**src/rtl/sm83_alu_nibble_seq_pkg.sv**
```systemverilog
// sm83_alu_pkg: shared types and constants for the SM83 nibble-serial ALU.
//   alu_op_t  - 4-bit ALU operation code presented on the request bus
//   state_t   - sequencer states (IDLE, LO nibble, HI nibble)
//   nib_op_t  - function select for the shared 4-bit slice
//   DAA_*     - decimal-adjust correction constants and thresholds
package sm83_alu_pkg;

  typedef enum logic [3:0] {
    OP_ADD = 4'd0,  OP_ADC = 4'd1,  OP_SUB = 4'd2,  OP_SBC = 4'd3,
    OP_AND = 4'd4,  OP_XOR = 4'd5,  OP_OR  = 4'd6,  OP_CP  = 4'd7,
    OP_RLC = 4'd8,  OP_RRC = 4'd9,  OP_RL  = 4'd10, OP_RR  = 4'd11,
    OP_SLA = 4'd12, OP_SRA = 4'd13, OP_SRL = 4'd14, OP_DAA = 4'd15
  } alu_op_t;

  typedef enum logic [1:0] {
    ST_IDLE = 2'd0,
    ST_LO   = 2'd1,
    ST_HI   = 2'd2
  } state_t;

  typedef enum logic [2:0] {
    NIB_ADD = 3'd0,
    NIB_SUB = 3'd1,
    NIB_AND = 3'd2,
    NIB_XOR = 3'd3,
    NIB_OR  = 3'd4
  } nib_op_t;

  localparam logic [7:0] DAA_CORR_LO = 8'h06;
  localparam logic [7:0] DAA_CORR_HI = 8'h60;
  localparam logic [7:0] DAA_A_MAX   = 8'h99;
  localparam logic [3:0] DAA_NIB_MAX = 4'd9;

  // Rotates and shifts bypass the arithmetic slice.
  function automatic logic is_shift_op(input alu_op_t op);
    logic r;
    case (op)
      OP_RLC, OP_RRC, OP_RL, OP_RR, OP_SLA, OP_SRA, OP_SRL: r = 1'b1;
      default:                                                r = 1'b0;
    endcase
    return r;
  endfunction

endpackage

```
**src/rtl/sm83_alu_nibble_seq_if.sv**
```systemverilog
// sm83_alu_nibble_seq_if: request/result bundle of the nibble-serial ALU.
//   master (requester): drives start, op, a_in, b_in, carry_in, daa_half_in,
//                       neg_in; observes busy, done, result and flag outputs.
//   slave  (ALU):       the mirror image.
interface sm83_alu_nibble_seq_if #(parameter int WORD_SIZE = 8);
  import sm83_alu_pkg::*;

  logic                 start;
  alu_op_t              op;
  logic [WORD_SIZE-1:0] a_in;
  logic [WORD_SIZE-1:0] b_in;
  logic                 carry_in;
  logic                 daa_half_in;
  logic                 neg_in;
  logic                 busy;
  logic                 done;
  logic [WORD_SIZE-1:0] result;
  logic                 zero_out;
  logic                 carry_out;
  logic                 half_carry_out;
  logic                 shift_out;
  logic                 daa_carry_out;
  logic                 sign_out;

  modport master (
    output start, op, a_in, b_in, carry_in, daa_half_in, neg_in,
    input  busy, done, result, zero_out, carry_out, half_carry_out,
           shift_out, daa_carry_out, sign_out
  );

  modport slave (
    input  start, op, a_in, b_in, carry_in, daa_half_in, neg_in,
    output busy, done, result, zero_out, carry_out, half_carry_out,
           shift_out, daa_carry_out, sign_out
  );
endinterface

```
**src/rtl/sm83_alu_nibble_seq_nibble.sv**
```systemverilog
// sm83_alu_nibble: combinational 4-bit ALU slice.
//   i_a, i_b : nibble operands
//   i_cin    : carry into bit 0 (for NIB_SUB this is the inverted borrow)
//   i_op     : slice function
//   o_res    : nibble result
//   o_cout   : raw carry out of bit 3 (0 for logic functions)
module sm83_alu_nibble
  import sm83_alu_pkg::*;
(
  input  logic [3:0] i_a,
  input  logic [3:0] i_b,
  input  logic       i_cin,
  input  nib_op_t    i_op,
  output logic [3:0] o_res,
  output logic       o_cout
);

  logic [4:0] w_sum;

  // Nibble function select; subtraction is a + ~b + cin.
  always_comb begin
    w_sum  = 5'd0;
    o_res  = 4'd0;
    o_cout = 1'b0;
    case (i_op)
      NIB_ADD: begin
        w_sum  = {1'b0, i_a} + {1'b0, i_b} + {4'd0, i_cin};
        o_res  = w_sum[3:0];
        o_cout = w_sum[4];
      end
      NIB_SUB: begin
        w_sum  = {1'b0, i_a} + {1'b0, ~i_b} + {4'd0, i_cin};
        o_res  = w_sum[3:0];
        o_cout = w_sum[4];
      end
      NIB_AND: o_res = i_a & i_b;
      NIB_XOR: o_res = i_a ^ i_b;
      NIB_OR:  o_res = i_a | i_b;
      default: o_res = 4'd0;
    endcase
  end

endmodule

```
**src/rtl/sm83_alu_nibble_seq.sv**
```systemverilog
// sm83_alu_nibble_seq: two-phase nibble-serial SM83 ALU datapath.
//   clk, nreset : core clock, asynchronous active-low reset
//   bus (slave) : start/op/operands in; busy, done pulse, result and the
//                 zero/carry/half/shift-out/DAA-carry/sign flags out.
// Sequence: IDLE captures operands on start, LO computes bits 3:0, HI
// computes bits 7:4 with the chained nibble carry and registers everything.
module sm83_alu_nibble_seq
  import sm83_alu_pkg::*;
#(
  parameter int WORD_SIZE = 8
)
(
  input  logic                  clk,
  input  logic                  nreset,
  sm83_alu_nibble_seq_if.slave  bus
);

  state_t               r_state;
  logic [WORD_SIZE-1:0] r_a;
  logic [WORD_SIZE-1:0] r_b;
  alu_op_t              r_op;
  logic                 r_cin;
  logic                 r_dh;
  logic                 r_neg;
  logic [3:0]           r_lo;
  logic                 r_nib_c;
  logic                 r_half_pend;
  logic                 r_busy;
  logic                 r_done;
  logic [WORD_SIZE-1:0] r_result;
  logic                 r_zero;
  logic                 r_carry;
  logic                 r_half;
  logic                 r_sout;
  logic                 r_daac;
  logic                 r_sign;

  logic [7:0]           w_daa_corr;
  logic                 w_daa_c;
  nib_op_t              w_nib_op;
  logic                 w_cin0;
  logic [7:0]           w_b_eff;
  logic [7:0]           w_shift_res;
  logic                 w_shift_bit;
  logic                 w_hi;
  logic [3:0]           w_s_a;
  logic [3:0]           w_s_b;
  logic                 w_s_cin;
  logic [3:0]           w_s_res;
  logic                 w_s_cout;
  logic [3:0]           w_nib_res;
  logic [7:0]           w_result;
  logic                 w_half_lo;
  logic                 w_carry_hi;

  // DAA correction amount and decimal carry, decided from the captured a.
  always_comb begin
    w_daa_corr = 8'h00;
    w_daa_c    = 1'b0;
    if (r_neg) begin
      w_daa_c    = r_cin;
      w_daa_corr = (r_dh ? DAA_CORR_LO : 8'h00) | (r_cin ? DAA_CORR_HI : 8'h00);
    end else begin
      w_daa_c    = r_cin | (r_a > DAA_A_MAX);
      w_daa_corr = ((r_dh | (r_a[3:0] > DAA_NIB_MAX)) ? DAA_CORR_LO : 8'h00) |
                   (w_daa_c ? DAA_CORR_HI : 8'h00);
    end
  end

  // Map the ALU op onto the slice function, effective b and initial carry.
  always_comb begin
    w_nib_op = NIB_ADD;
    w_cin0   = 1'b0;
    w_b_eff  = r_b;
    case (r_op)
      OP_ADD:        w_cin0 = 1'b0;
      OP_ADC:        w_cin0 = r_cin;
      OP_SUB, OP_CP: begin
        w_nib_op = NIB_SUB;
        w_cin0   = 1'b1;
      end
      OP_SBC: begin
        w_nib_op = NIB_SUB;
        w_cin0   = ~r_cin;
      end
      OP_AND:        w_nib_op = NIB_AND;
      OP_XOR:        w_nib_op = NIB_XOR;
      OP_OR:         w_nib_op = NIB_OR;
      OP_DAA: begin
        // Decimal adjust reuses the adder: a +/- correction.
        w_nib_op = r_neg ? NIB_SUB : NIB_ADD;
        w_cin0   = r_neg;
        w_b_eff  = w_daa_corr;
      end
      default:       w_b_eff = 8'h00;
    endcase
  end

  // Whole-word rotate/shift from the captured a; nibbles are picked later.
  always_comb begin
    w_shift_res = 8'h00;
    w_shift_bit = 1'b0;
    case (r_op)
      OP_RLC: begin w_shift_res = {r_a[6:0], r_a[7]}; w_shift_bit = r_a[7]; end
      OP_RL:  begin w_shift_res = {r_a[6:0], r_cin};  w_shift_bit = r_a[7]; end
      OP_SLA: begin w_shift_res = {r_a[6:0], 1'b0};   w_shift_bit = r_a[7]; end
      OP_RRC: begin w_shift_res = {r_a[0], r_a[7:1]}; w_shift_bit = r_a[0]; end
      OP_RR:  begin w_shift_res = {r_cin, r_a[7:1]};  w_shift_bit = r_a[0]; end
      OP_SRA: begin w_shift_res = {r_a[7], r_a[7:1]}; w_shift_bit = r_a[0]; end
      OP_SRL: begin w_shift_res = {1'b0, r_a[7:1]};   w_shift_bit = r_a[0]; end
      default: begin w_shift_res = 8'h00;             w_shift_bit = 1'b0;   end
    endcase
  end

  // Steer the shared slice to the nibble selected by the current state.
  always_comb begin
    w_hi    = (r_state == ST_HI);
    w_s_a   = w_hi ? r_a[7:4]     : r_a[3:0];
    w_s_b   = w_hi ? w_b_eff[7:4] : w_b_eff[3:0];
    w_s_cin = w_hi ? r_nib_c      : w_cin0;
    if (is_shift_op(r_op)) begin
      w_nib_res = w_hi ? w_shift_res[7:4] : w_shift_res[3:0];
    end else begin
      w_nib_res = w_s_res;
    end
    w_result = {w_nib_res, r_lo};
  end

  sm83_alu_nibble u_nibble (
    .i_a    (w_s_a),
    .i_b    (w_s_b),
    .i_cin  (w_s_cin),
    .i_op   (w_nib_op),
    .o_res  (w_s_res),
    .o_cout (w_s_cout)
  );

  // Half flag (from the LO carry) and carry flag (from the HI carry); the
  // subtract family reports borrow, i.e. the inverted carry.
  always_comb begin
    w_half_lo  = 1'b0;
    w_carry_hi = 1'b0;
    case (r_op)
      OP_ADD, OP_ADC: begin
        w_half_lo  = w_s_cout;
        w_carry_hi = w_s_cout;
      end
      OP_SUB, OP_SBC, OP_CP: begin
        w_half_lo  = ~w_s_cout;
        w_carry_hi = ~w_s_cout;
      end
      OP_AND:  w_half_lo = 1'b1;
      default: w_half_lo = 1'b0;
    endcase
  end

  // Sequencer: operand capture, nibble phases and registered outputs.
  always_ff @(posedge clk or negedge nreset) begin
    if (!nreset) begin
      r_state     <= ST_IDLE;
      r_a         <= '0;
      r_b         <= '0;
      r_op        <= OP_ADD;
      r_cin       <= 1'b0;
      r_dh        <= 1'b0;
      r_neg       <= 1'b0;
      r_lo        <= 4'd0;
      r_nib_c     <= 1'b0;
      r_half_pend <= 1'b0;
      r_busy      <= 1'b0;
      r_done      <= 1'b0;
      r_result    <= '0;
      r_zero      <= 1'b0;
      r_carry     <= 1'b0;
      r_half      <= 1'b0;
      r_sout      <= 1'b0;
      r_daac      <= 1'b0;
      r_sign      <= 1'b0;
    end else begin
      case (r_state)
        ST_IDLE: begin
          r_done <= 1'b0;
          if (bus.start) begin
            r_a     <= bus.a_in;
            r_b     <= bus.b_in;
            r_op    <= bus.op;
            r_cin   <= bus.carry_in;
            r_dh    <= bus.daa_half_in;
            r_neg   <= bus.neg_in;
            r_busy  <= 1'b1;
            r_state <= ST_LO;
          end else begin
            r_busy  <= 1'b0;
          end
        end
        ST_LO: begin
          r_lo        <= w_nib_res;
          r_nib_c     <= w_s_cout;
          r_half_pend <= w_half_lo;
          r_state     <= ST_HI;
        end
        ST_HI: begin
          r_result <= w_result;
          r_zero   <= (w_result == 8'h00);
          r_sign   <= w_result[7];
          r_carry  <= w_carry_hi;
          r_half   <= r_half_pend;
          r_sout   <= w_shift_bit;
          r_daac   <= (r_op == OP_DAA) ? w_daa_c : 1'b0;
          r_done   <= 1'b1;
          r_busy   <= 1'b0;
          r_state  <= ST_IDLE;
        end
        default: begin
          r_busy  <= 1'b0;
          r_done  <= 1'b0;
          r_state <= ST_IDLE;
        end
      endcase
    end
  end

  assign bus.busy           = r_busy;
  assign bus.done           = r_done;
  assign bus.result         = r_result;
  assign bus.zero_out       = r_zero;
  assign bus.carry_out      = r_carry;
  assign bus.half_carry_out = r_half;
  assign bus.shift_out      = r_sout;
  assign bus.daa_carry_out  = r_daac;
  assign bus.sign_out       = r_sign;

endmodule

```
**src/flat_wrapper.sv**
```systemverilog
// flat-port wrapper written by rule: the top's interface ports become plain ports
module sm83_alu_nibble_seq_flat import sm83_alu_pkg::*;
#(
  parameter int WORD_SIZE = 8
)
  (clk, nreset, bus_start, bus_op, bus_a_in, bus_b_in, bus_carry_in, bus_daa_half_in, bus_neg_in, bus_busy, bus_done, bus_result, bus_zero_out, bus_carry_out, bus_half_carry_out, bus_shift_out, bus_daa_carry_out, bus_sign_out);
  sm83_alu_nibble_seq_if #(.WORD_SIZE(WORD_SIZE)) bus_i ();
  input  logic clk;
  input  logic nreset;
  input wire logic [$bits(bus_i.start)-1:0] bus_start;
  input wire logic [$bits(bus_i.op)-1:0] bus_op;
  input wire logic [$bits(bus_i.a_in)-1:0] bus_a_in;
  input wire logic [$bits(bus_i.b_in)-1:0] bus_b_in;
  input wire logic [$bits(bus_i.carry_in)-1:0] bus_carry_in;
  input wire logic [$bits(bus_i.daa_half_in)-1:0] bus_daa_half_in;
  input wire logic [$bits(bus_i.neg_in)-1:0] bus_neg_in;
  output wire logic [$bits(bus_i.busy)-1:0] bus_busy;
  output wire logic [$bits(bus_i.done)-1:0] bus_done;
  output wire logic [$bits(bus_i.result)-1:0] bus_result;
  output wire logic [$bits(bus_i.zero_out)-1:0] bus_zero_out;
  output wire logic [$bits(bus_i.carry_out)-1:0] bus_carry_out;
  output wire logic [$bits(bus_i.half_carry_out)-1:0] bus_half_carry_out;
  output wire logic [$bits(bus_i.shift_out)-1:0] bus_shift_out;
  output wire logic [$bits(bus_i.daa_carry_out)-1:0] bus_daa_carry_out;
  output wire logic [$bits(bus_i.sign_out)-1:0] bus_sign_out;
  assign bus_i.start = bus_start;
  assign bus_i.op = bus_op;
  assign bus_i.a_in = bus_a_in;
  assign bus_i.b_in = bus_b_in;
  assign bus_i.carry_in = bus_carry_in;
  assign bus_i.daa_half_in = bus_daa_half_in;
  assign bus_i.neg_in = bus_neg_in;
  assign bus_busy = bus_i.busy;
  assign bus_done = bus_i.done;
  assign bus_result = bus_i.result;
  assign bus_zero_out = bus_i.zero_out;
  assign bus_carry_out = bus_i.carry_out;
  assign bus_half_carry_out = bus_i.half_carry_out;
  assign bus_shift_out = bus_i.shift_out;
  assign bus_daa_carry_out = bus_i.daa_carry_out;
  assign bus_sign_out = bus_i.sign_out;
  sm83_alu_nibble_seq #(.WORD_SIZE(WORD_SIZE)) u_core (.clk(clk), .nreset(nreset), .bus(bus_i));
endmodule
```
**config.mk**
```make
export PLATFORM = sky130hd
export DESIGN_NAME = sm83_alu_nibble_seq_flat
export DESIGN_NICKNAME = d
export VERILOG_FILES = /design/src/rtl/sm83_alu_nibble_seq_pkg.sv /design/src/rtl/sm83_alu_nibble_seq_if.sv /design/src/rtl/sm83_alu_nibble_seq_nibble.sv /design/src/rtl/sm83_alu_nibble_seq.sv /design/src/flat_wrapper.sv
export SDC_FILE = /design/constraint.sdc
export NUM_CORES = 1
export LEC_CHECK = 0
export ABC_AREA = 1
export CAP_MARGIN = 20
export CORE_MARGIN = 3
export CORE_UTILIZATION = 54
export DETAILED_ROUTE_END_ITERATION = 8
export PLACE_DENSITY = 0.88
export SETUP_SLACK_MARGIN = 0.02
export SYNTH_ARGS = -nofsm -noshare
export SYNTH_HDL_FRONTEND = slang
export SYNTH_SLANG_ARGS = --single-unit
```
**constraint.sdc**
```tcl
create_clock -name clk -period 4.08 [get_ports clk]
set_clock_uncertainty 0.1 [all_clocks]
set_input_delay 0.816 -clock clk [delete_from_list [all_inputs] [get_ports clk]]
set_output_delay 0.816 -clock clk [all_outputs]
set_load 0.1 [all_outputs]
```
## Word level (Yosys, flattened, before mapping)

Cells that the tools add are included.

| storage, ports and cells | value |
|---|---|
| bits in registers | 47 |
| input bits | 26 |
| output and inout bits | 16 |
| logic and storage cells | 97 |

| operators by class | value |
|---|---|
| add/sub/neg operators | 4 |
| $lt $le $gt $ge | 2 |
| equality and inequality tests | 22 |
| multiplexer cells | 28 |
| bitwise logic cells | 10 |
| reductions and logical operators | 12 |

Operator list:

| operator | number |
|---|---|
| case mux 8 bit (7 select lines) | 1 |
| == test 4 bit, second input constant | 8 |
| case mux 4 bit (5 select lines) | 1 |
| == test 4 x 3 -> 1 bit, second input constant | 4 |
| two-way mux 4 bit | 4 |
| OR 8 bit | 2 |
| case mux 8 bit (2 select lines) | 1 |
| case mux 3 bit (5 select lines) | 1 |
| two-way mux 7 bit | 2 |
| adder 4 x 4 -> 5 bit | 2 |
| adder 5 x 1 -> 5 bit | 2 |
| case mux 1 bit (2 select lines) | 5 |
| == test 4 x 2 -> 1 bit, second input constant | 2 |
| greater-than comparator 8 bit, second input constant | 1 |
| logical NOT 8 bit | 1 |
| two-way mux 8 bit | 1 |
| OR reduction 8 bit | 1 |
| OR reduction 7 bit | 1 |
| == test 3 x 2 -> 1 bit, second input constant | 2 |
| two-way mux 1 bit | 6 |
| two-way mux 3 bit | 2 |
| OR reduction 3 bit | 2 |
| bitwise AND 4 bit | 1 |
| == test 4 x 1 -> 1 bit, second input constant | 1 |
| 21 further kinds | 24 |

## Depth between registers and ports, before layout

Gate-level depths: netlist of the first run.

| logic depth | value |
|---|---|
| depth in word-level cells | 13 |
| gate-level depth with buffers | 22 |
| depth with buffers taken out | 21 |

## Modules after synthesis

Synthesis of the first run repeated with hierarchy kept, for this count alone.

| second synthesis, totals | value |
|---|---|
| cells, all modules | 392 |
| area total of the unflattened synthesis | 2839.0 um^2 |

Modules (own cells, without submodules):

| module | instances | cells each | area an instance (um^2) | sequential area each (um^2) |
|---|---|---|---|---|
| sm83_alu_nibble_seq | 1 | 300 | 2260.9 | 1151.1 |
| sm83_alu_nibble | 1 | 92 | 578.1 | 0.0 |

## Worst setup path before layout of the first run

No wires, ideal clock.

| timing path | value |
|---|---|
| path kind | register -> register |
| from | reg u_core.r_state[1] |
| to | reg u_core.r_half_pend |
| setup time | 117 ps |
| arrival time | 2650 ps |
| required time | 3863 ps |
| setup slack | 1213 ps |
| cell stages (with the launch flop) | 19 |
| path buffers | 1 |
| period minus slack after synthesis | 2867 ps |
| cells stage by stage | dfrtp_1 nand2_2 inv_1 buf_2 or2_2 nand3_1 inv_1 fa_1 fa_1 nor2_1 nor2_1 nor2_1 o21ai_0 nand2_1 inv_1 nand2_1 nand3_1 o21ai_1 inv_1 |

| on the way | value |
|---|---|
| cells in the longest elaborated chain, start to end | 8 |
| elaborated cells between the ends (all ways) | 13 |
| classes of those cells | 4 x add/sub; 2 x eq/ne; 5 x mux; 2 x bitwise |

RTL lines:

| item | RTL line | source |
|---|---|---|
| from (decl) | sm83_alu_nibble_seq.sv:18 | `state_t r_state;` |
| from (signal assigned) | sm83_alu_nibble_seq.sv:160 | `r_state <= ST_IDLE;` |
| from (signal assigned) | sm83_alu_nibble_seq.sv:191 | `r_state <= ST_LO;` |
| from (signal assigned) | sm83_alu_nibble_seq.sv:200 | `r_state <= ST_HI;` |
| == test 2 bit | sm83_alu_nibble_seq.sv:117 | `w_hi = (r_state == ST_HI);` |
| two-way mux 4 bit | sm83_alu_nibble_seq.sv:119 | `w_s_b = w_hi ? w_b_eff[7:4] : w_b_eff[3:0];` |
| NOT 4 bit | sm83_alu_nibble_seq_nibble.sv:32 | `w_sum = {1'b0, i_a} + {1'b0, ~i_b} + {4'd0, i_cin};` |
| adder 4 x 4 -> 5 bit | sm83_alu_nibble_seq_nibble.sv:32 |  |
| adder 5 x 1 -> 5 bit | sm83_alu_nibble_seq_nibble.sv:32 |  |
| case mux 1 bit (2 select lines) | sm83_alu_nibble_seq_nibble.sv:25 | `case (i_op)` |
| NOT 1 bit | sm83_alu_nibble_seq.sv:149 | `w_half_lo = ~w_s_cout;` |
| case mux 1 bit (3 select lines) | sm83_alu_nibble_seq.sv:143 | `case (r_op)` |
| to (signal assigned) | sm83_alu_nibble_seq.sv:199 | `r_half_pend <= w_half_lo;` |
| to (decl) | sm83_alu_nibble_seq.sv:27 | `logic r_half_pend;` |

Several ways; a longest one is shown, not always the timed one.
A chain may end at the register's enable or synchronous reset.

## Worst setup path in the final report of the first run

| timing path | value |
|---|---|
| from | reg u_core.r_op[3] |
| to | reg u_core.r_half_pend |

| on the way | value |
|---|---|
| cells in the longest elaborated chain, start to end | 10 |
| elaborated cells between the ends (all ways) | 28 |
| classes of those cells | 4 x add/sub; 9 x eq/ne; 7 x mux; 2 x bitwise; 6 x reduce/logical |

RTL lines:

| item | RTL line | source |
|---|---|---|
| from (decl) | sm83_alu_nibble_seq.sv:21 | `alu_op_t r_op;` |
| from (signal assigned) | sm83_alu_nibble_seq.sv:186 | `r_op <= bus.op;` |
| == test 4 x 3 -> 1 bit (tied with other cells) | sm83_alu_nibble_seq.sv:75 | `case (r_op)` |
| OR reduction 8 bit (no line) | - |  |
| case mux 8 bit (2 select lines) | sm83_alu_nibble_seq.sv:75 |  |
| two-way mux 4 bit | sm83_alu_nibble_seq.sv:119 |  |
| NOT 4 bit | sm83_alu_nibble_seq_nibble.sv:32 |  |
| adder 4 x 4 -> 5 bit | sm83_alu_nibble_seq_nibble.sv:32 |  |
| adder 5 x 1 -> 5 bit | sm83_alu_nibble_seq_nibble.sv:32 |  |
| case mux 1 bit (2 select lines) | sm83_alu_nibble_seq_nibble.sv:25 |  |
| NOT 1 bit | sm83_alu_nibble_seq.sv:149 |  |
| case mux 1 bit (3 select lines) * | sm83_alu_nibble_seq.sv:143 |  |

Mark *: on every way between the ends. The rest lies on a longest branch, timed or not.

==> results.json, run 1 <==
{
  "syn-num-nets": 423,
  "synth-edff-count": 0,
  "async_flop_share_pct": 100,
  "cts_tree": "yes",
  "insertedDiodeCount": 0,
  "hp-class": "in -> async",
  "worst-path-buf-inv": 3,
  "wl_per_cell_um": 14.1,
  "clkLatencyLatePin_ns": 0.30,
  "grtUsageTotal_pct": 23.5,
  "finalCritPeriodShare_pct": 82.2,
  "power_leakage_nw": 1.71,
  "rows": 25,
  "clk_pin_slew_ns": 0.09,
  "ant_nets": 0,
  "cp_slowest_cell": "dfrtp_1",
  "place_congestion": 0.976,
  "drive_gt1_share_pct": 6.87,
  "routed_via_density": 5.36,
  "required_ns": 4.18,
  "postLayoutCellArea_mm2": 0.00336,
  "path_cells": "inv_1 > nand2_1 > nor2_2 > nor3_1 > o311ai_0 > o21ai_0 > fa_1 > fa_1 > nor2_1 > nor2_1 > nor2_1 > o21ai_0 > nand2_1 > inv_1 > nand2_1 > nand3_1 > o21ai_1 > inv_1",
  "slew_violations": 0,
  "dr.pass1.iters": 5,
  "initial_core_util_pct": 57.4,
  "ys_warn_count": 0,
  "die_area_mm2": 0.00609,
  "arrival_ns": 3.46,
  "overflow": 0,
  "io_buffer_count": 41,
  "crit_path_end_kind": "register",
  "post_dp_cell_area_mm2": 0.00325,
  "grt_pass1_wl_mm": 11.4,
  "wl_mm": 6.92,
  "antenna_found_initial": 0,
  "relSlewSlack_pct": 34.2,
  "post-route-min-period_ns": 3.36,
  "areaGrowthSynthToFinish_pct": 20.0,
  "synth-seq-cells": 46,
  "die_x_um": 78.0,
  "startpoint_type": "register",
  "critPathMaxFanout": 11,
  "crit_start": "u_core.r_op[3]",
  "cts-htree-levels": 2,
  "crit_type": "reg -> reg",
  "final_nets": 463,
  "worstReg2RegEnd": "u_core.r_half_pend",
  "cp.depth": 18,
  "die_y_um": 78.0,
  "critPathTopFamily": "adder cells",
  "hold_ws_ns": 0.211,
  "worstSetupEndpoint": "u_core.r_half_pend",
  "vias": 2619,
  "max_freq_mhz": 298,
  "drv_cap": 0,
  "post_cts_buffers": 0,
  "reg2reg_slack_ns": 0.72,
  "netlist_area_mm2": 0.00280,
  "post-route-drc-count": 0,
  "fin_setup_tns_ns": 0,
  "r2r-start": "u_core.r_op[3]",
  "ctsLongestPathBuffers": 2,
  "run_status": "finished clean",
  "io_pins": 42,
  "grt_start_max_net_pins": 47,
  "slowest_delay_ns": 0.50,
  "root_buffer": "clkbuf_8",
  "ys_types": 31,
  "p_per_area_mw_per_mm2": 729,
  "setup_violations": 0,
  "coreArea_mm2": 0.00488,
  "cts_buffers": 5,
  "rr_worst_depth": 18,
  "ys.flop_type": "dfrtp_1",
  "initialDrtViolationCount": 317,
  "holdBufCountCts": 0,
  "worstMarginPinSlew_ns": 0.983,
  "grt_pass1_vias": 2449,
  "ys_seq_area_share_pct": 41.1,
  "avgSynthCellArea_um2": 7.35,
  "nFillCells": 430,
  "ir_worst_vdd_mv": 0.437,
  "hpwlAfterDp_mm": 5.22,
  "rsz0062_at_grt": "no",
  "cts_resized": 0,
  "finalHoldViolations": 0,
  "synthesis.instances": 381,
  "cts_sinks": 46
}
## power by group
group	internal, mW	switching (mW)
clock network	0.121	0.161
logic	0.401	1.07
registers	0.600	0.100
## Yosys cell counts, drive strengths merged, types with 6 or more instances
cell type / instances / area share (%)
o21ai: 30 / 5.4
nand2: 125 / 17
inv: 50 / 6.7
buf: 7 / 1.5
ha: 11 / 4.9
nor2: 41 / 5.9
a31oi: 6 / 1.3
nand4: 8 / 1.8
a21oi: 6 / 1.1
dfrtp: 46 / 41
nand3: 22 / 3.9
## registers in the layout (all words and copies together) (netlist names), 2 cells and up
| signal | flops |
|---|---|
| u_core.r_a | 8 |
| u_core.r_op | 4 |
| u_core.r_b | 8 |
| u_core.bus.result | 7 |
| u_core.r_state | 2 |
| u_core.r_lo | 4 |
## placed cells by master (no fill, tap or decap), types with 6 or more instances in the layout
cell type,Yosys,routed
o21ai_0,27,27
nand4_1,8,8
inv_1,48,48
a31oi_1,6,6
clkdlybuf4s50_1,0,40
dfrtp_1,46,46
ha_1,11,11
a21oi_1,6,6
nor2_1,37,37
nand3_1,22,22
nand2_1,121,121
## worst min-delay path by stage
stage                     from                 end  slack, ns  cells past startpoint
6_report                nreset  u_core.r_half_pend       0.21                      1
3_5_place_dp   u_core.bus.busy     u_core.bus.busy       0.36                      2
5_1_grt                 nreset  u_core.r_half_pend       0.20                      1
4_1_cts        u_core.bus.busy     u_core.bus.busy       0.38                      2
3_3_place_gp       u_core.r_dh         u_core.r_dh       0.36                      2
2_1_floorplan    u_core.r_b[0]       u_core.r_b[0]       0.34                      2
## final cells by class
| cell class | instances | area (um2) | area share (%) |
|---|---|---|---|
| sequential | 46 | 1150 | 34.3 |
| clock buffer | 5 | 68.8 | 2.05 |
| tap | 67 | 83.8 | 2.49 |
| multi-input combinational | 273 | 1400 | 41.7 |
| inverter | 50 | 188 | 5.58 |
| clock inverter | 3 | 18.8 | 0.558 |
| timing repair buffer | 45 | 448 | 13.3 |
## worst reg2reg max path: cells and delay by family (launching register included)
kind	cells	cell delay [ns]
adder cells (fa/ha/maj)	2	0.89
AND/OR/NAND/NOR	9	0.88
AO/OA/AOI/OAI	4	0.53
flip-flops	1	0.50
buffers and inverters	3	0.36
## stage by stage
stage | std cells | total power [mW] | util (%) | worst slack [ns]
CTS | 488 | 2.44 | 68.5 | 0.768
floorplan | 381 | 1.79 | - | 1.21
global placement | 480 | 2.13 | 66.7 | 0.869
finish | 489 | 2.45 | 68.9 | 0.725
global route | 489 | 2.61 | 68.9 | 0.358
detailed placement | 480 | 2.16 | 66.7 | 0.792
## logic make-up (layout without fill, tap and decap cells)
logic type | after synthesis | count (layout) | share of synthesized area (%)
AOI/OAI and AO/OA | 50 | 50 | 10.0
xor gates and xnor gates | 2 | 2 | 0.625
adders and majority gates | 16 | 16 | 8.49
buffers and inverters | 62 | 103 | 8.84
DFF | 46 | 46 | 41.1
and+or+nand+nor | 205 | 205 | 30.9
## routing by layer
| metal | GRT usage [%] | vias up | part of all wire (%) |
|---|---|---|---|
| met5 | 0 | - | 0 |
| li1 | - | 1281 | - |
| met3 | 4.01 | 10 | 6.1 |
| met1 | 32.3 | 1230 | 42 |
| met2 | 38.8 | 98 | 50 |
| met4 | 5.94 | 0 | 1.3 |
No activity file was read; power rests on OpenSTA's default activity.
==> inputs of run 2 (changes only) <==
==> constraint.sdc (replaced) <==
create_clock -name clk -period 3.4 [get_ports clk]
set_clock_uncertainty 0.1 [all_clocks]
set_input_delay 0.68 -clock clk [delete_from_list [all_inputs] [get_ports clk]]
set_output_delay 0.68 -clock clk [all_outputs]
set_load 0.1 [all_outputs]
==> results.json, run 2 (synthesis results as in run 1) <==
{
  "run_status": "finished clean",
  "reg2reg_slack_ns": 0.31,
  "post-route-min-period_ns": 3.09,
  "worstMarginPinSlew_ns": 0.518,
  "p_per_area_mw_per_mm2": 872,
  "rows": 25,
  "grt_pass1_vias": 2417,
  "drive_gt1_share_pct": 12.0,
  "initialDrtViolationCount": 214,
  "crit_path_end_kind": "register",
  "io_pins": 42,
  "grtUsageTotal_pct": 22.8,
  "antenna_found_initial": 0,
  "hp-class": "in -> async",
  "cp_slowest_cell": "fa_1",
  "ant_nets": 0,
  "dr.pass1.iters": 6,
  "ir_worst_vdd_mv": 0.581,
  "finalCritPeriodShare_pct": 90.8,
  "cts_tree": "yes",
  "die_area_mm2": 0.00609,
  "power_leakage_nw": 1.75,
  "io_buffer_count": 41,
  "die_y_um": 78.0,
  "vias": 2645,
  "final_cell_mix": "121 x nand2_1, 48 x inv_1, 45 x dfrtp_1",
  "grt_start_max_net_pins": 47,
  "setup_slack_ns": 0.312,
  "startpoint_type": "register",
  "overflow": 0,
  "die_x_um": 78.0,
  "hpwlAfterDp_mm": 5.05,
  "initial_core_util_pct": 57.4,
  "relSlewSlack_pct": 65.1,
  "wl_mm": 6.53,
  "rsz0062_at_grt": "no",
  "holdBufCountCts": 0,
  "crit_top_cell": "inv_1",
  "max_freq_mhz": 324,
  "arrival_ns": 3.19,
  "root_buffer": "clkbuf_8",
  "required_ns": 3.51,
  "slowest_delay_ns": 0.45,
  "path_cells": "nand2_2 > inv_1 > or2_2 > nand3_2 > inv_1 > fa_1 > fa_1 > nor2_1 > nor2_1 > nor2_1 > o21ai_0 > nand2_1 > inv_1 > nand2_1 > nand3_1 > o21ai_1 > inv_1",
  "worst-path-buf-inv": 4,
  "areaGrowthSynthToFinish_pct": 20.3,
  "clk_pin_slew_ns": 0.09,
  "place_ws_ns": 0.263,
  "setup_violations": 0,
  "routed_via_density": 5.37,
  "layout_commonest_cell": "nand2_1",
  "ctsLongestPathBuffers": 2,
  "place_congestion": 0.967,
  "cts-htree-levels": 2,
  "clkLatencyLatePin_ns": 0.30,
  "critPathTopFamily": "simple AND/OR/NAND/NOR gates",
  "fin_setup_tns_ns": 0,
  "critPathMaxFanout": 8,
  "post-route-drc-count": 0,
  "cts_sinks": 46,
  "cts_buffers": 5,
  "final_nets": 467,
  "wl_per_cell_um": 13.2,
  "coreArea_mm2": 0.00488,
  "grt_pass1_wl_mm": 11.0,
  "slew_violations": 0,
  "drv_cap": 0,
  "insertedDiodeCount": 0,
  "finalHoldViolations": 0,
  "crit_type": "reg -> reg"
}
run 2: changes by cell type in the layout (fill, tap and decap cells not counted), sizes merged:
| cell | delta |
|---|---|
| buf | +20 |
| clkbuf | +2 |
| clkinv | -2 |
| clkdlybuf4s50 | -16 |
run 2: final cells by class:
type                    count  area (um2)
clock inverters             1        8.76
well taps                  67        83.8
multi-input cells         273        1410
inverters                  50         188
fillers                   423        1510
repair buffers             49         438
flip-flops and latches     46        1150
clock buffers               7        86.3
run 2: repair_timing:
action	4_1_cts	5_1_grt
resized for setup	0	4
endpoints found under the setup margin	0	6
buffers inserted	0	2
run 2: routing by layer:
metal / global-route usage, % / wire length [um] / vias to the layer above
met5: 0 / 0 / -
met4: 8.39 / 136 / 0
met1: 30.0 / 2770 / 1218
met2: 37.7 / 3170 / 121
li1: - / - / 1288
met3: 4.24 / 455 / 18
run 2: power by group:
part	internal [mW]	leakage (nW)	switching, mW
clock	0.168	0.0489	0.186
combinational	0.468	1.13	1.28
sequential	0.720	0.568	0.120
total	1.36	1.75	1.58
run 2: stage by stage:
stage | power (mW) | cells | hold slack [ns] | cell area (um2) | util [%]
after CTS | 2.91 | 490 | 0.385 | 3320 | 68.1
after floorplan | 2.15 | 381 | 0.284 | 2800 | -
after global placement | 2.51 | 482 | 0.358 | 3230 | 66.2
after global routing | 3.15 | 493 | 0.0704 | 3370 | 69.1
after detailed placement | 2.55 | 482 | 0.363 | 3230 | 66.2
final | 2.94 | 493 | 0.0781 | 3370 | 69.1
run 2: final timing paths:
check | from | end | depth (start not counted)
min in group clk | u_core.bus.done | u_core.bus.done | 2
max in group asynchronous | nreset | u_core.r_op[3] | 2
setup / recovery | u_core.r_state[1] | u_core.r_half_pend | 17
hold reg to reg | u_core.bus.done | u_core.bus.done | 2
setup reg to reg | u_core.r_state[1] | u_core.r_half_pend | 17
hold / removal | nreset | u_core.bus.result[3] | 1
==> inputs of run 3 (changes only) <==
--- a/config.mk
+++ b/config.mk
@@ -6,12 +6,13 @@
 export NUM_CORES = 1
 export LEC_CHECK = 0
 export ABC_AREA = 1
-export CAP_MARGIN = 20
+export CAP_MARGIN = 15
 export CORE_MARGIN = 3
 export CORE_UTILIZATION = 54
 export DETAILED_ROUTE_END_ITERATION = 8
 export PLACE_DENSITY = 0.88
 export SETUP_SLACK_MARGIN = 0.02
+export SLEW_MARGIN = 30
 export SYNTH_ARGS = -nofsm -noshare
 export SYNTH_HDL_FRONTEND = slang
 export SYNTH_SLANG_ARGS = --single-unit
==> results.json, run 3 (synthesis results as in run 1) <==
{
  "run_status": "finished clean",
  "post_dp_cell_area_mm2": 0.00323,
  "slew_violations": 0,
  "grt_pass1_wl_mm": 11.0,
  "p_total_mw": 2.94,
  "die_area_mm2": 0.00609,
  "relSlewSlack_pct": 62.3,
  "crit_top_cell": "nand2_1",
  "cts_tree": "yes",
  "finalCritPeriodShare_pct": 90.8,
  "wl_per_cell_um": 13.3,
  "worstReg2RegEnd": "u_core.r_lo[1]",
  "layout_commonest_cell": "nand2_1",
  "grtUsageTotal_pct": 22.8,
  "setup_violations": 0,
  "hpwlAfterDp_mm": 5.05,
  "ir_worst_vdd_mv": 0.582,
  "holdBufCountCts": 0,
  "slowest_delay_ns": 0.41,
  "busiest_layer": "met2",
  "fin_setup_tns_ns": 0,
  "cts_sinks": 46,
  "routed_via_density": 5.40,
  "place_ws_ns": 0.263,
  "place_congestion": 0.967,
  "finalHoldViolations": 0,
  "post-route-min-period_ns": 3.09,
  "startpoint_type": "register",
  "crit_start": "u_core.r_op[2]",
  "use_met3_pct": 4.24,
  "crit_path_end_kind": "register",
  "final_cells": 492,
  "placedCellCount": 482,
  "final_core_util_pct": 68.7,
  "max_freq_mhz": 324,
  "final-seq-area_mm2": 0.00115,
  "hold_ws_ns": 0.256,
  "rsz0062_at_grt": "no",
  "cts_buffers": 5,
  "postLayoutCellArea_mm2": 0.00335,
  "die_y_um": 78.0,
  "p_per_area_mw_per_mm2": 876,
  "arrival_ns": 3.17,
  "power_leakage_nw": 1.74,
  "overflow": 0,
  "cp_slowest_cell": "dfrtp_1",
  "drive_gt1_share_pct": 11.8,
  "ant_nets": 0,
  "multiInputGateArea_mm2": 0.00141,
  "initialDrtViolationCount": 246,
  "root_buffer": "clkbuf_8",
  "setup_slack_ns": 0.313,
  "clkLatencyLatePin_ns": 0.30,
  "dr.pass1.iters": 6,
  "grt_start_max_net_pins": 47,
  "rr_worst_depth": 16,
  "nFillCells": 424,
  "required_ns": 3.49,
  "path_cells": "inv_1 > nand2_1 > nor2_1 > o21ai_0 > o311ai_0 > o21ai_1 > buf_4 > fa_1 > inv_1 > fa_1 > nand3_1 > nand4_1 > nand2_1 > nand2_1 > nand2_1 > o21ai_0",
  "coreArea_mm2": 0.00488,
  "reg2reg_slack_ns": 0.31,
  "die_x_um": 78.0,
  "critPathMaxFanout": 7,
  "crit_type": "reg -> reg",
  "ctsLongestPathBuffers": 2,
  "use_met1_pct": 30.0,
  "grt_pass1_vias": 2417,
  "areaGrowthSynthToFinish_pct": 19.7,
  "insertedDiodeCount": 0,
  "met2_usage_pct": 37.7,
  "io_buffer_count": 41,
  "final_nets": 466,
  "antenna_found_initial": 0,
  "wl_mm": 6.53,
  "r2r-start": "u_core.r_op[2]",
  "cts-htree-levels": 2,
  "vias": 2656,
  "io_pins": 42,
  "initial_core_util_pct": 57.4,
  "final_cell_mix": "121 x nand2_1, 48 x inv_1, 45 x dfrtp_1",
  "worstSetupEndpoint": "u_core.r_lo[1]",
  "post-route-drc-count": 0,
  "clk_pin_slew_ns": 0.09,
  "rows": 25,
  "drv_cap": 0,
  "hp-class": "in -> async",
  "worstMarginPinSlew_ns": 0.566
}
## run 3: cell types whose count changed in the layout (fill, tap and decap cells not counted)
cell,delta
buf_12,-1
buf_2,-1
buf_4,+1
## run 3: timing repair
item	CTS	global route
resized for setup	0	4
setup buffers	0	2
setup endpoints to repair	0	6
## run 3: how the worst min path moves through the flow
stage	startpoint	endpoint	cells after the start	slack, ns
after floorplan	nreset	u_core.bus.busy	0	0.28
after global placement	u_core.r_b[3]	u_core.r_b[3]	2	0.36
after detailed placement	u_core.r_b[4]	u_core.r_b[4]	2	0.36
after CTS	nreset	u_core.bus.half_carry_out	1	0.27
after global routing	nreset	u_core.bus.result[3]	1	0.29
final	nreset	u_core.bus.result[3]	1	0.26
## run 3: final cells by class
| class | instances | area share, % |
|---|---|---|
| Clock buffer | 7 | 2.57 |
| Tap cell | 67 | 2.50 |
| Multi-Input combinational cell | 273 | 42.2 |
| Sequential cell | 46 | 34.4 |
| Clock inverter | 1 | 0.261 |
| Timing Repair Buffer | 48 | 12.5 |
| Inverter | 50 | 5.60 |
## run 3: routing by layer
layer	wire length [um]	share of wire, %
met4	121	1.9
met2	3170	49
met1	2790	43
met5	0	0
met3	451	6.9
## run 3: critical path, delay by kind of cell (launching register included)
family                   cells  cell delay (ns)
AO/OA/AOI/OAI                4             0.48
adder cells (fa/ha/maj)      2             0.76
buffers and inverters        3             0.45
flip-flops                   1             0.41
AND/OR/NAND/NOR              7             0.76
## run 3: where the power goes
group          internal, mW  switching, mW  total (mW)
Clock                 0.168          0.186       0.354
Sequential            0.720          0.120       0.840
Combinational         0.467           1.28        1.74
